## src/rtl/mux_scan_serializer_pkg.sv

```systemverilog
// rtl/mux_scan_serializer_pkg.sv - shared types and constants for the mux scan serializer
package mux_scan_pkg;

    typedef enum logic [1:0] {
        IDLE   = 2'd0,
        SHIFT  = 2'd1,
        PARITY = 2'd2
    } scan_state_t;

    // The downstream multiplexor6 is fixed at 64:1, so the width is constant.
    localparam int WIDTH = 64;
    localparam int SEL_W = 6;

    localparam bit LSB_FIRST_DEFAULT = 1'b1;

    // First select of a word: bit 0 when streaming LSB first, bit 63 otherwise.
    function automatic logic [SEL_W-1:0] sel_first_of(input bit lsb_first);
        return lsb_first ? SEL_W'(0) : SEL_W'(WIDTH - 1);
    endfunction

    // Select of the final data beat of a word.
    function automatic logic [SEL_W-1:0] sel_end_of(input bit lsb_first);
        return lsb_first ? SEL_W'(WIDTH - 1) : SEL_W'(0);
    endfunction

    localparam logic [SEL_W-1:0] SEL_FIRST = sel_first_of(LSB_FIRST_DEFAULT);
    localparam logic [SEL_W-1:0] SEL_END   = sel_end_of(LSB_FIRST_DEFAULT);

endpackage

```

## src/rtl/mux_scan_serializer_if.sv

```systemverilog
// rtl/mux_scan_serializer_if.sv - load port, serial port and status bundle
interface mux_scan_serializer_if;
    import mux_scan_pkg::*;

    logic             load_valid;
    logic             load_ready;
    logic [WIDTH-1:0] load_data;
    logic             ser_valid;
    logic             ser_ready;
    logic             ser_data;
    logic             ser_last;
    logic [SEL_W-1:0] mux_sel;
    logic             busy;

    // Serializer side.
    modport slave (
        input  load_valid, load_data, ser_ready,
        output load_ready, ser_valid, ser_data, ser_last, mux_sel, busy
    );

    // Word producer / bit consumer side.
    modport master (
        output load_valid, load_data, ser_ready,
        input  load_ready, ser_valid, ser_data, ser_last, mux_sel, busy
    );

endinterface

```

## src/rtl/mux_scan_serializer_mux6.sv

```systemverilog
// rtl/mux_scan_serializer_mux6.sv - 64:1 single-bit multiplexor (multiplexor6)
module multiplexor6
    import mux_scan_pkg::*;
(
    input  logic [WIDTH-1:0] data_in,
    input  logic [SEL_W-1:0] sel,
    output logic             data_out
);

    // Pure combinational bit select.
    always_comb begin
        data_out = data_in[sel];
    end

endmodule

```

## src/rtl/mux_scan_serializer.sv

```systemverilog
// rtl/mux_scan_serializer.sv - 64-bit word to serial stream via multiplexor6; optional MUX_SCAN_PARITY_EN
module mux_scan_serializer
    import mux_scan_pkg::*;
#(
    parameter bit LSB_FIRST = LSB_FIRST_DEFAULT
) (
    input  logic                  clk,
    input  logic                  rst,
    mux_scan_serializer_if.slave  bus
);

    localparam logic [SEL_W-1:0] SEL_START = sel_first_of(LSB_FIRST);
    localparam logic [SEL_W-1:0] SEL_STOP  = sel_end_of(LSB_FIRST);

    scan_state_t      state_q;
    scan_state_t      state_d;
    logic [WIDTH-1:0] hold_q;
    logic [SEL_W-1:0] sel_q;
    logic             mux_bit;
    logic             at_end;
    logic             load_fire;
    logic             beat_fire;

    assign at_end    = (sel_q == SEL_STOP);
    assign load_fire = (state_q == IDLE) && bus.load_valid;
    assign beat_fire = (state_q == SHIFT) && bus.ser_ready;

    multiplexor6 u_mux (
        .data_in  (hold_q),
        .sel      (sel_q),
        .data_out (mux_bit)
    );

    // State register; reset drops any word in flight.
    always_ff @(posedge clk or posedge rst) begin
        if (rst) begin
            state_q <= IDLE;
        end else begin
            state_q <= state_d;
        end
    end

    // Next state: one word per load, leave SHIFT only after the end-index beat is taken.
    always_comb begin
        state_d = state_q;
        case (state_q)
            IDLE: begin
                if (bus.load_valid) begin
                    state_d = SHIFT;
                end
            end
            SHIFT: begin
                if (bus.ser_ready && at_end) begin
`ifdef MUX_SCAN_PARITY_EN
                    state_d = PARITY;
`else
                    state_d = IDLE;
`endif
                end
            end
`ifdef MUX_SCAN_PARITY_EN
            PARITY: begin
                if (bus.ser_ready) begin
                    state_d = IDLE;
                end
            end
`endif
            default: state_d = IDLE;
        endcase
    end

    // Word holding register and select counter; the counter stops at the end index.
    always_ff @(posedge clk or posedge rst) begin
        if (rst) begin
            hold_q <= '0;
            sel_q  <= '0;
        end else if (load_fire) begin
            hold_q <= bus.load_data;
            sel_q  <= SEL_START;
        end else if (beat_fire && !at_end) begin
            sel_q  <= LSB_FIRST ? (sel_q + SEL_W'(1)) : (sel_q - SEL_W'(1));
        end
    end

    // Port outputs decoded from the current state.
    always_comb begin
        bus.load_ready = (state_q == IDLE);
        bus.busy       = (state_q != IDLE);
        bus.mux_sel    = sel_q;
`ifdef MUX_SCAN_PARITY_EN
        bus.ser_valid  = (state_q == SHIFT) || (state_q == PARITY);
        bus.ser_last   = (state_q == PARITY);
        bus.ser_data   = (state_q == PARITY) ? ^hold_q : mux_bit;
`else
        bus.ser_valid  = (state_q == SHIFT);
        bus.ser_last   = (state_q == SHIFT) && at_end;
        bus.ser_data   = mux_bit;
`endif
    end

endmodule

```

## src/flat_wrapper.sv

```systemverilog
// flat-port wrapper written by rule: the top's interface ports become plain ports
module mux_scan_serializer_flat import mux_scan_pkg::*;
#(
    parameter bit LSB_FIRST = LSB_FIRST_DEFAULT
)
  (clk, rst, bus_load_valid, bus_load_data, bus_ser_ready, bus_load_ready, bus_ser_valid, bus_ser_data, bus_ser_last, bus_mux_sel, bus_busy);
  mux_scan_serializer_if bus_i ();
  input  logic clk;
  input  logic rst;
  input wire logic [$bits(bus_i.load_valid)-1:0] bus_load_valid;
  input wire logic [$bits(bus_i.load_data)-1:0] bus_load_data;
  input wire logic [$bits(bus_i.ser_ready)-1:0] bus_ser_ready;
  output wire logic [$bits(bus_i.load_ready)-1:0] bus_load_ready;
  output wire logic [$bits(bus_i.ser_valid)-1:0] bus_ser_valid;
  output wire logic [$bits(bus_i.ser_data)-1:0] bus_ser_data;
  output wire logic [$bits(bus_i.ser_last)-1:0] bus_ser_last;
  output wire logic [$bits(bus_i.mux_sel)-1:0] bus_mux_sel;
  output wire logic [$bits(bus_i.busy)-1:0] bus_busy;
  assign bus_i.load_valid = bus_load_valid;
  assign bus_i.load_data = bus_load_data;
  assign bus_i.ser_ready = bus_ser_ready;
  assign bus_load_ready = bus_i.load_ready;
  assign bus_ser_valid = bus_i.ser_valid;
  assign bus_ser_data = bus_i.ser_data;
  assign bus_ser_last = bus_i.ser_last;
  assign bus_mux_sel = bus_i.mux_sel;
  assign bus_busy = bus_i.busy;
  mux_scan_serializer #(.LSB_FIRST(LSB_FIRST)) u_core (.clk(clk), .rst(rst), .bus(bus_i));
endmodule
```

## config.mk

```make
export PLATFORM = sky130hd
export DESIGN_NAME = mux_scan_serializer_flat
export DESIGN_NICKNAME = d
export VERILOG_FILES = /design/src/rtl/mux_scan_serializer_pkg.sv /design/src/rtl/mux_scan_serializer_if.sv /design/src/rtl/mux_scan_serializer_mux6.sv /design/src/rtl/mux_scan_serializer.sv /design/src/flat_wrapper.sv
export SDC_FILE = /design/constraint.sdc
export NUM_CORES = 1
export LEC_CHECK = 0
export ABC_AREA = 1
export CAP_MARGIN = 20
export CORE_AREA = 4 4 90 92
export CTS_BUF_LIST = sky130_fd_sc_hd__clkbuf_4
export DETAILED_ROUTE_END_ITERATION = 10
export DIE_AREA = 0 0 94 96
export GPL_ROUTABILITY_DRIVEN = 0
export PLACE_DENSITY = 0.75
export SYNTH_ARGS = -nofsm -noshare
export SYNTH_HDL_FRONTEND = slang
export SYNTH_HIERARCHICAL = 1
export SYNTH_SLANG_ARGS = --single-unit
```

## constraint.sdc

```tcl
create_clock -name clk -period 2.6 [get_ports clk]
set_input_delay 0.52 -clock clk [delete_from_list [all_inputs] [get_ports clk]]
set_output_delay 0.52 -clock clk [all_outputs]
set_load 0.05 [all_outputs]
```

# --- After elaboration in Yosys (flattened, before gate mapping) ---
# Index checks and enable logic that the tools add are counted.
op_classes:
  addsub: 1
  magnitude_cmp: 1
  eq_ne: 4
  n_mux: 7
  n_reduce_logical: 10
ops:
  columns: ["cell", "count"]
  rows:
  - ["$mux 6", 2]
  - ["$lt 6x7->1 const B", 1]
  - ["$add 6x1->6 const B", 1]
  - ["$bmux 1 s6", 1]
  - ["$eq 6x6->1 const B", 1]
  - ["$logic_and 1x1->1", 5]
  - ["$mux 2", 2]
  - ["$pmux 2 s2", 1]
  - ["$reduce_bool 2->1", 2]
  - ["$eq 2x1->1 const B", 1]
  - ["$logic_not 2->1", 1]
  - ["$ne 2x1->1 const B", 1]
  - ["$ne 2x2->1 const B", 1]
  - ["$reduce_and 2->1", 1]
  - ["$logic_not 1->1", 1]
  - ["$mux 1", 1]
totals:
  reg_bits: 72
  input_bits: 68
  out_inout_bits: 11
  elab_cells: 26

# --- Longest topological paths before layout ---
# Gate-level depths: netlist of the first run.
logic_depth:
  ltp_word: 5
  mapped_depth: 11
  mapped_depth_nobuf: 9

# --- Hierarchy ---
# Netlist of the first run, hierarchy kept.
modules_own_cells:
  columns: ["module", "instances", "cells_each", "area_per_inst_um2"]
  rows:
  - ["mux_scan_serializer", 1, 335, 2870.3]
  - ["multiplexor6", 1, 152, 696.9]

# --- Worst setup path before layout of the first run ---
# No wires, ideal clock.
synth_path:
  path_type: "register to output"
  startpoint: "register u_core.sel_q[1], in the netlist u_core/bus.mux_sel[1]"
  endpoint: "output bus_ser_last"
  arrival_ns: 2.023
  required_ns: 2.080
  path_slack_ns: 0.057
  stages_incl_launch_ff: 6
  cell_sequence: "dfrtp_1 -> ha_1 -> nand2_1 -> nor2_1 -> nand3_1 -> nor2_1"
synth_via:
  elab_chain_cells: 2
synth_lines:
  columns: ["element", "line", "rtl"]
  rows:
  - ["start, declared", "mux_scan_serializer.sv:18", "logic [SEL_W-1:0] sel_q;"]
  - ["start signal, assigned", "mux_scan_serializer.sv:81", "sel_q <= LSB_FIRST ? (sel_q + SEL_W'(1)) : (sel_q - SEL_W'(1));"]
  - ["$eq 6x6->1", "mux_scan_serializer.sv:24", "assign at_end = (sel_q == SEL_STOP);"]
  - ["$logic_and 1x1->1", "mux_scan_serializer.sv:96", "bus.ser_last = (state_q == SHIFT) && at_end;"]
  - ["end, declared", "flat_wrapper.sv:16", "output wire logic [$bits(bus_i.ser_last)-1:0] bus_ser_last;"]
# Every way passes these cells.

# --- Worst setup path after layout of the first run ---
layout_path:
  startpoint: "register u_core.sel_q[0], in the netlist u_core/bus.mux_sel[0]"
  endpoint: "output bus_ser_data"
layout_via:
  elab_chain_cells: 2
layout_lines:
  columns: ["element", "line", "rtl"]
  rows:
  - ["$bmux 1 s6", "mux_scan_serializer_mux6.sv:12", "data_out = data_in[sel];"]
  - ["$mux 1 (not written as such)", "mux_scan_serializer_mux6.sv:12", null]
  - ["end, declared", "flat_wrapper.sv:15", "output wire logic [$bits(bus_i.ser_data)-1:0] bus_ser_data;"]
# Every way passes these cells. The select of a mux whose other input is x is not followed.

==> impl_results.md, run 1 <==
- Period utilization: 0.972
- Yosys top cell by area: dfrtp_1
- Yosys top cell area share: 0.498
- Core area: around 7000 um2
- Slew HR: 0.656
- Area growth from synthesis to layout: 32.5%
- Critical path arrival: 2.01 ns
- Worst-path clk slew: about 0.12 ns
- Commonest non-fill, non-tap cells in the layout: nand2_1, clkdlybuf4s50_1, dfrtp_1
- Clock buffers created by TritonCTS: 9
- Clk_lat worst skew: 0.41 ns
- Hold-fix buffers, CTS: 0
- Vias per inst: ~5
- DR vias: around 3400
- VDD IR max: between 0.0004 and 0.0005 V
- Synth warnings: 6
- Root buffer cell: clkbuf_4
- Io pins: between 70 and 80
- CTS Buffer Depth: 2
- Post-synthesis mux area share: 0
- Post-DRT Antenna Nets: 0
- Initial drt markers: 250
- Pwr dens: just over 1000 nW/um2
- Crit path capture type: output port
- Worst hold path class: in2async
- Drt wl/cell: roughly 14 um
- Register area share after synthesis: 0.498
- H-tree depth: 3
- IO Port Bufs: between 70 and 80
- Post-place setup slack: ~0.37 ns
- Max-slew violations: 0
- Synth Cell Area: 3570 um2
- Largest family of logic cells by synthesized area: simple AND/OR/NAND/NOR gates
- Post-synthesis instance total: ~490
- Pin count of the biggest net entering global routing: 54
- Status: complete, no violations
- Crit path largest cell delay: around 0.53 ns
- Core Util, Final: 0.655
- Most common cell after layout, fill and taps aside: nand2_1
- Worst Skew: 0.00863 ns
- Final net count: 638
- Cells along the critical path: buf_6 > buf_12 > nand2_1 > nand3_1 > nand3_1 > nand2_1 > nand2_1 > nand3_1 > nand3_1 > nand2_2 > buf_8
- Antenna Cells: 0
- Pleak: 2.47 nW
- DP HPWL: about 6100 um
- Post-synthesis xor/xnor area fraction: 0
- Min cycle time layout: 2.53 ns
- Setup ws final: between 0.07 and 0.08 ns
- Post-Syn Nets: between 500 and 600
- Starting Density: 0.494
- Final hold vios: 0
- Max Fanout on Critical Path: 8
- Crit path buf inv count: 3
- Core Rows: 31
- Grt ovf: 0
- Max Cap Violations: 0
- Initial antenna violation count: 0
- Critical path startpoint category: register
- Worst endpoint required time: 2.08 ns
- Synth top area cells: dfrtp_1, nand2_1, nand3_1, buf_6, inv_1
- Crit-path most repeated cell: nand3_1
- Avg Cell Area, Syn: 7.32 um2
- Total track usage: 0.209
- Synth Area in Simple Gates: 0.413
- Tightest Pin Transition: about 0.5 ns
- Die Y: roughly 96 um
- Critical-path top delay cell: dfrtp_4
- DR pass1 iterations: 5
- Crit Path Class: reg2out
- TritonCTS clock tree: built
- Final WL: roughly 9300 um
- Die X: roughly 94 um
- Clock sinks: 71
- Delay-heaviest family, CP: simple AND/OR/NAND/NOR gates
- Vias in the first global route: roughly 3200
- Remaining DRCs: 0
- Layout cells sized above 1: 0.108
- F_max: ~400 MHz
- Final setup viols: 0
- Die outline area: between 9000 and 10000 um2
- First-pass GRT wire length: 14900 um
- Area share of fa/ha/maj cells after synthesis: 0.00351
- #FFs+latches synth: between 70 and 80
- Post-synthesis cell type count: 17
- Synth Area in Compound Gates: 0.00596
-- path summary, 6_finish.rpt --
check / from / end / slack (ns) / depth (start not counted)
setup / recovery: u_core/bus.mux_sel[0] / bus_ser_data / 0.07 / 11
hold / removal: rst / u_core/hold_q[36] / 0.43 / 2
setup reg to reg: u_core/bus.mux_sel[0] / u_core/state_q[0] / 1.10 / 7
hold reg to reg: u_core/hold_q[2] / u_core/hold_q[2] / 0.49 / 2
max in group asynchronous: rst / u_core/bus.mux_sel[0] / 1.55 / 3
min in group clk: u_core/hold_q[2] / u_core/hold_q[2] / 0.49 / 2
-- report_power, final --
group / total [mW] / internal [mW] / switching, mW
Clock: 0.685 / 0.301 / 0.384
Combinational: 2.35 / 0.991 / 1.36
Sequential: 1.87 / 1.52 / 0.345
Total: 4.91 / 2.82 / 2.09
-- metal layers --
metal	vias up	GRT usage	part of all wire
li1	1669	-	-
met1	1550	0.264	0.43
met2	127	0.355	0.49
met3	22	0.0625	0.062
met4	0	0.0529	0.022
met5	-	0	0
-- sequential cells by signal, indices dropped and copies added, names as in the netlist --
| signal | count |
|---|---|
| u_core/hold_q | 64 |
| u_core/bus.mux_sel | 6 |
| u_core/state_q | 1 |
-- repair_timing --
action / 4_1_cts / 5_1_grt
setup buffers: 0 / 6
gates resized for setup: 1 / 33
pin swaps: 0 / 12
endpoints found under the setup margin: 2 / 2
gates cloned: 0 / 3
-- Yosys cell counts --
library cell	number
inv_4	1
buf_6	10
inv_6	1
nand2_4	1
nor2_1	10
ha_1	1
nand3_1	62
nand4_1	3
a31oi_1	1
inv_1	14
dfrtp_1	71
buf_4	6
inv_2	2
o22ai_1	1
nand2_1	292
o21ai_2	1
buf_2	10
-- cell families after synthesis --
logic type / Yosys count
buffers and inverters: 44
AO/OA/AOI/OAI: 3
AND/OR/NAND/NOR: 368
flip-flops: 71
adder cells (fa/ha/maj): 1
-- per-stage QoR --
stage	cell area, um2	total power [mW]	cells	hold WS, ns	TNS, ns
floorplan	3570	3.28	487	0.449	0
global placement	4370	3.79	648	0.464	0
detailed placement	4370	3.83	648	0.466	0
CTS	4500	4.53	664	0.425	0
global route	4730	5.27	673	0.442	-0.0230
finish	4730	4.91	673	0.429	0
-- area by class of cell --
| cell class | count | area (um2) |
|---|---|---|
| fill | 638 | 2490 |
| clock buffer | 10 | 75.1 |
| multi-input combinational | 372 | 1570 |
| timing repair buffer | 96 | 1010 |
| timing repair inverter | 1 | 16.3 |
| inverter | 18 | 85.1 |
| tap | 99 | 124 |
| sequential | 71 | 1780 |
| clock inverter | 6 | 61.3 |
(Power assumes the default switching activity.)
==> run 2: changes to the inputs <==
Settings changed: CORE_AREA 4 4 90 92 to 4 4 106 108, DIE_AREA 0 0 94 96 to 0 0 110 112, PLACE_DENSITY 0.75 to 0.55.
==> impl_results.md, run 2 (synthesized netlist as in run 1, its figures left out) <==
- First-pass GRT wire length: roughly 15000 um
- Tightest Pin Transition: 0.502 ns
- CP Launch Point: u_core/bus.mux_sel[0]
- Worst endpoint required time: around 2.1 ns
- Min cycle time layout: between 2 and 3 ns
- Core Rows: 37
- Total track usage: 0.152
- Clk_lat worst skew: 0.43 ns
- Layout cells sized above 1: 0.140
- H-tree depth: 3
- Max reg flops: 64
- F_max: 400 MHz
- Initial antenna violation count: 0
- Period utilization: 0.962
- Fill count: approximately 1000
- Pleak: 2.49 nW
- CTS Buffer Depth: 2
- Clock sinks: ~70
- Vias in the first global route: 3070
- Max-slew violations: 0
- Max Fanout on Critical Path: 6
- VDD IR max: roughly 0.00035 V
- Non-filler cells in the finished layout: slightly above 700
- Status: complete, no violations
- Io pins: 79
- Worst-path clk slew: between 0.1 and 0.15 ns
- Core area: roughly 10000 um2
- Max Cap Violations: 0
- Worst Skew: around 0.013 ns
- Reg with most FFs: u_core/hold_q
- Antenna Cells: 0
- Remaining DRCs: 0
- CP endpoint: bus_ser_data
- Initial drt markers: approximately 170
- Die Y: between 100 and 150 um
- Critical path arrival: approximately 2.0 ns
- Crit Path Class: reg2out
- Most common cell after layout, fill and taps aside: nand2_1
- R2R cell count: 9
- Hold-fix buffers, CTS: 0
- Commonest non-fill, non-tap cells in the layout: nand2_1, clkdlybuf4s50_1, dfrtp_1
- Area growth from synthesis to layout: 36.6%
- DP HPWL: 6070 um
- PnR Total Power: between 5 and 6 mW
- Reg2Reg Launch Point: u_core/bus.mux_sel[0]
- Starting Density: 0.349
- IO Port Bufs: 78
- Final net count: 641
- Crit path capture type: output port
- DR vias: between 3000 and 4000
- Clock buffers created by TritonCTS: 9
- Die X: approximately 110 um
- Worst hold path class: in2async
- Critical path startpoint category: register
- Grt ovf: 0
- R2R Setup Slk: approximately 1.1 ns
- Final setup viols: 0
- TritonCTS clock tree: built
- Placed cell count: roughly 680
- Die outline area: between 10000 and 15000 um2
- Vias per inst: 4.59
- Slew HR: 0.664
- Pin count of the biggest net entering global routing: ~70
- Drt wl/cell: 13.3 um
- Root buffer cell: clkbuf_4
- DR pass1 iterations: 4
- Post-DRT Antenna Nets: 0
- Final hold vios: 0
- Reg-to-Reg End: u_core/bus.mux_sel[5]
- Pwr dens: about 1000 nW/um2
- Final WL: 9460 um
-- run 2: changes by cell type in the layout (fill, tap and decap cells not counted), sizes merged --
| cell | delta |
|---|---|
| clkinvlp | +1 |
| buf | +4 |
| clkinv | +1 |
| clkbuf | -3 |
-- run 2: stage by stage --
step | TNS [ns] | hold WS, ns | util | worst slack (ns) | area (um2)
6_report | 0 | 0.487 | 0.476 | 0.0993 | 4870
4_1_cts | 0 | 0.491 | 0.444 | 0.00586 | 4540
2_1_floorplan | 0 | 0.449 | - | 0.0567 | 3570
3_3_place_gp | 0 | 0.465 | 0.431 | 0.413 | 4410
5_1_grt | -0.0465 | 0.512 | 0.476 | -0.0272 | 4870
3_5_place_dp | 0 | 0.467 | 0.431 | 0.407 | 4410
-- run 2: worst max-delay path, cell delays in order (launching register included) --
cell and delay (ns):
dfrtp_2 0.51, buf_12 0.16, buf_4 0.15, nand2_1 0.06, nand3_1 0.08, nand3_1 0.10
nand2_1 0.06, nand2_1 0.06, nand3_1 0.08, nand3_2 0.08, nand2_2 0.07, buf_8 0.15
-- run 2: cell type report --
type                    instances  area [um2]  share of cell area
repair buffers                 98        1050               0.216
inverters                      18        86.3              0.0177
clock inverters                 7        63.8              0.0131
repair inverters                2        25.0             0.00513
well taps                     136         170              0.0349
multi-input cells             372        1630               0.334
clock buffers                   9        67.6              0.0139
flip-flops and latches         71        1780               0.365
-- run 2: timing repair --
action                     4_1_cts  5_1_grt
cloned                           0        3
setup endpoints to repair        2        2
resized for setup                2       51
pin swaps                        0       26
hold endpoints to repair         0        0
buffers inserted                 0       11
-- run 2: worst min path at each step --
stage                 startpoint           endpoint  depth (start not counted)
2_1_floorplan   u_core/hold_q[1]   u_core/hold_q[1]                          2
3_3_place_gp   u_core/hold_q[33]  u_core/hold_q[33]                          2
3_5_place_dp    u_core/hold_q[2]   u_core/hold_q[2]                          2
4_1_cts                      rst  u_core/hold_q[54]                          3
5_1_grt                      rst  u_core/hold_q[10]                          3
6_report                     rst  u_core/hold_q[54]                          3
-- run 2: metal layers --
metal  global-route usage  up-vias  part of all wire
met3               0.0452        6             0.063
met5                    0        -                 0
li1                     -     1681                 -
met4               0.0341        0            0.0080
met2                0.236       82              0.47
met1                0.209     1504              0.46
-- run 2: where the power goes --
group	internal [mW]	switching, mW
registers	1.52	0.388
clock network	0.285	0.395
logic	1.06	1.36
total	2.87	2.15
==> run 3: changes to the inputs <==
Settings changed: CAP_MARGIN 20 to default.
==> results of run 3 <==
The final DEF is identical to that of run 2; final timing and power are the same.
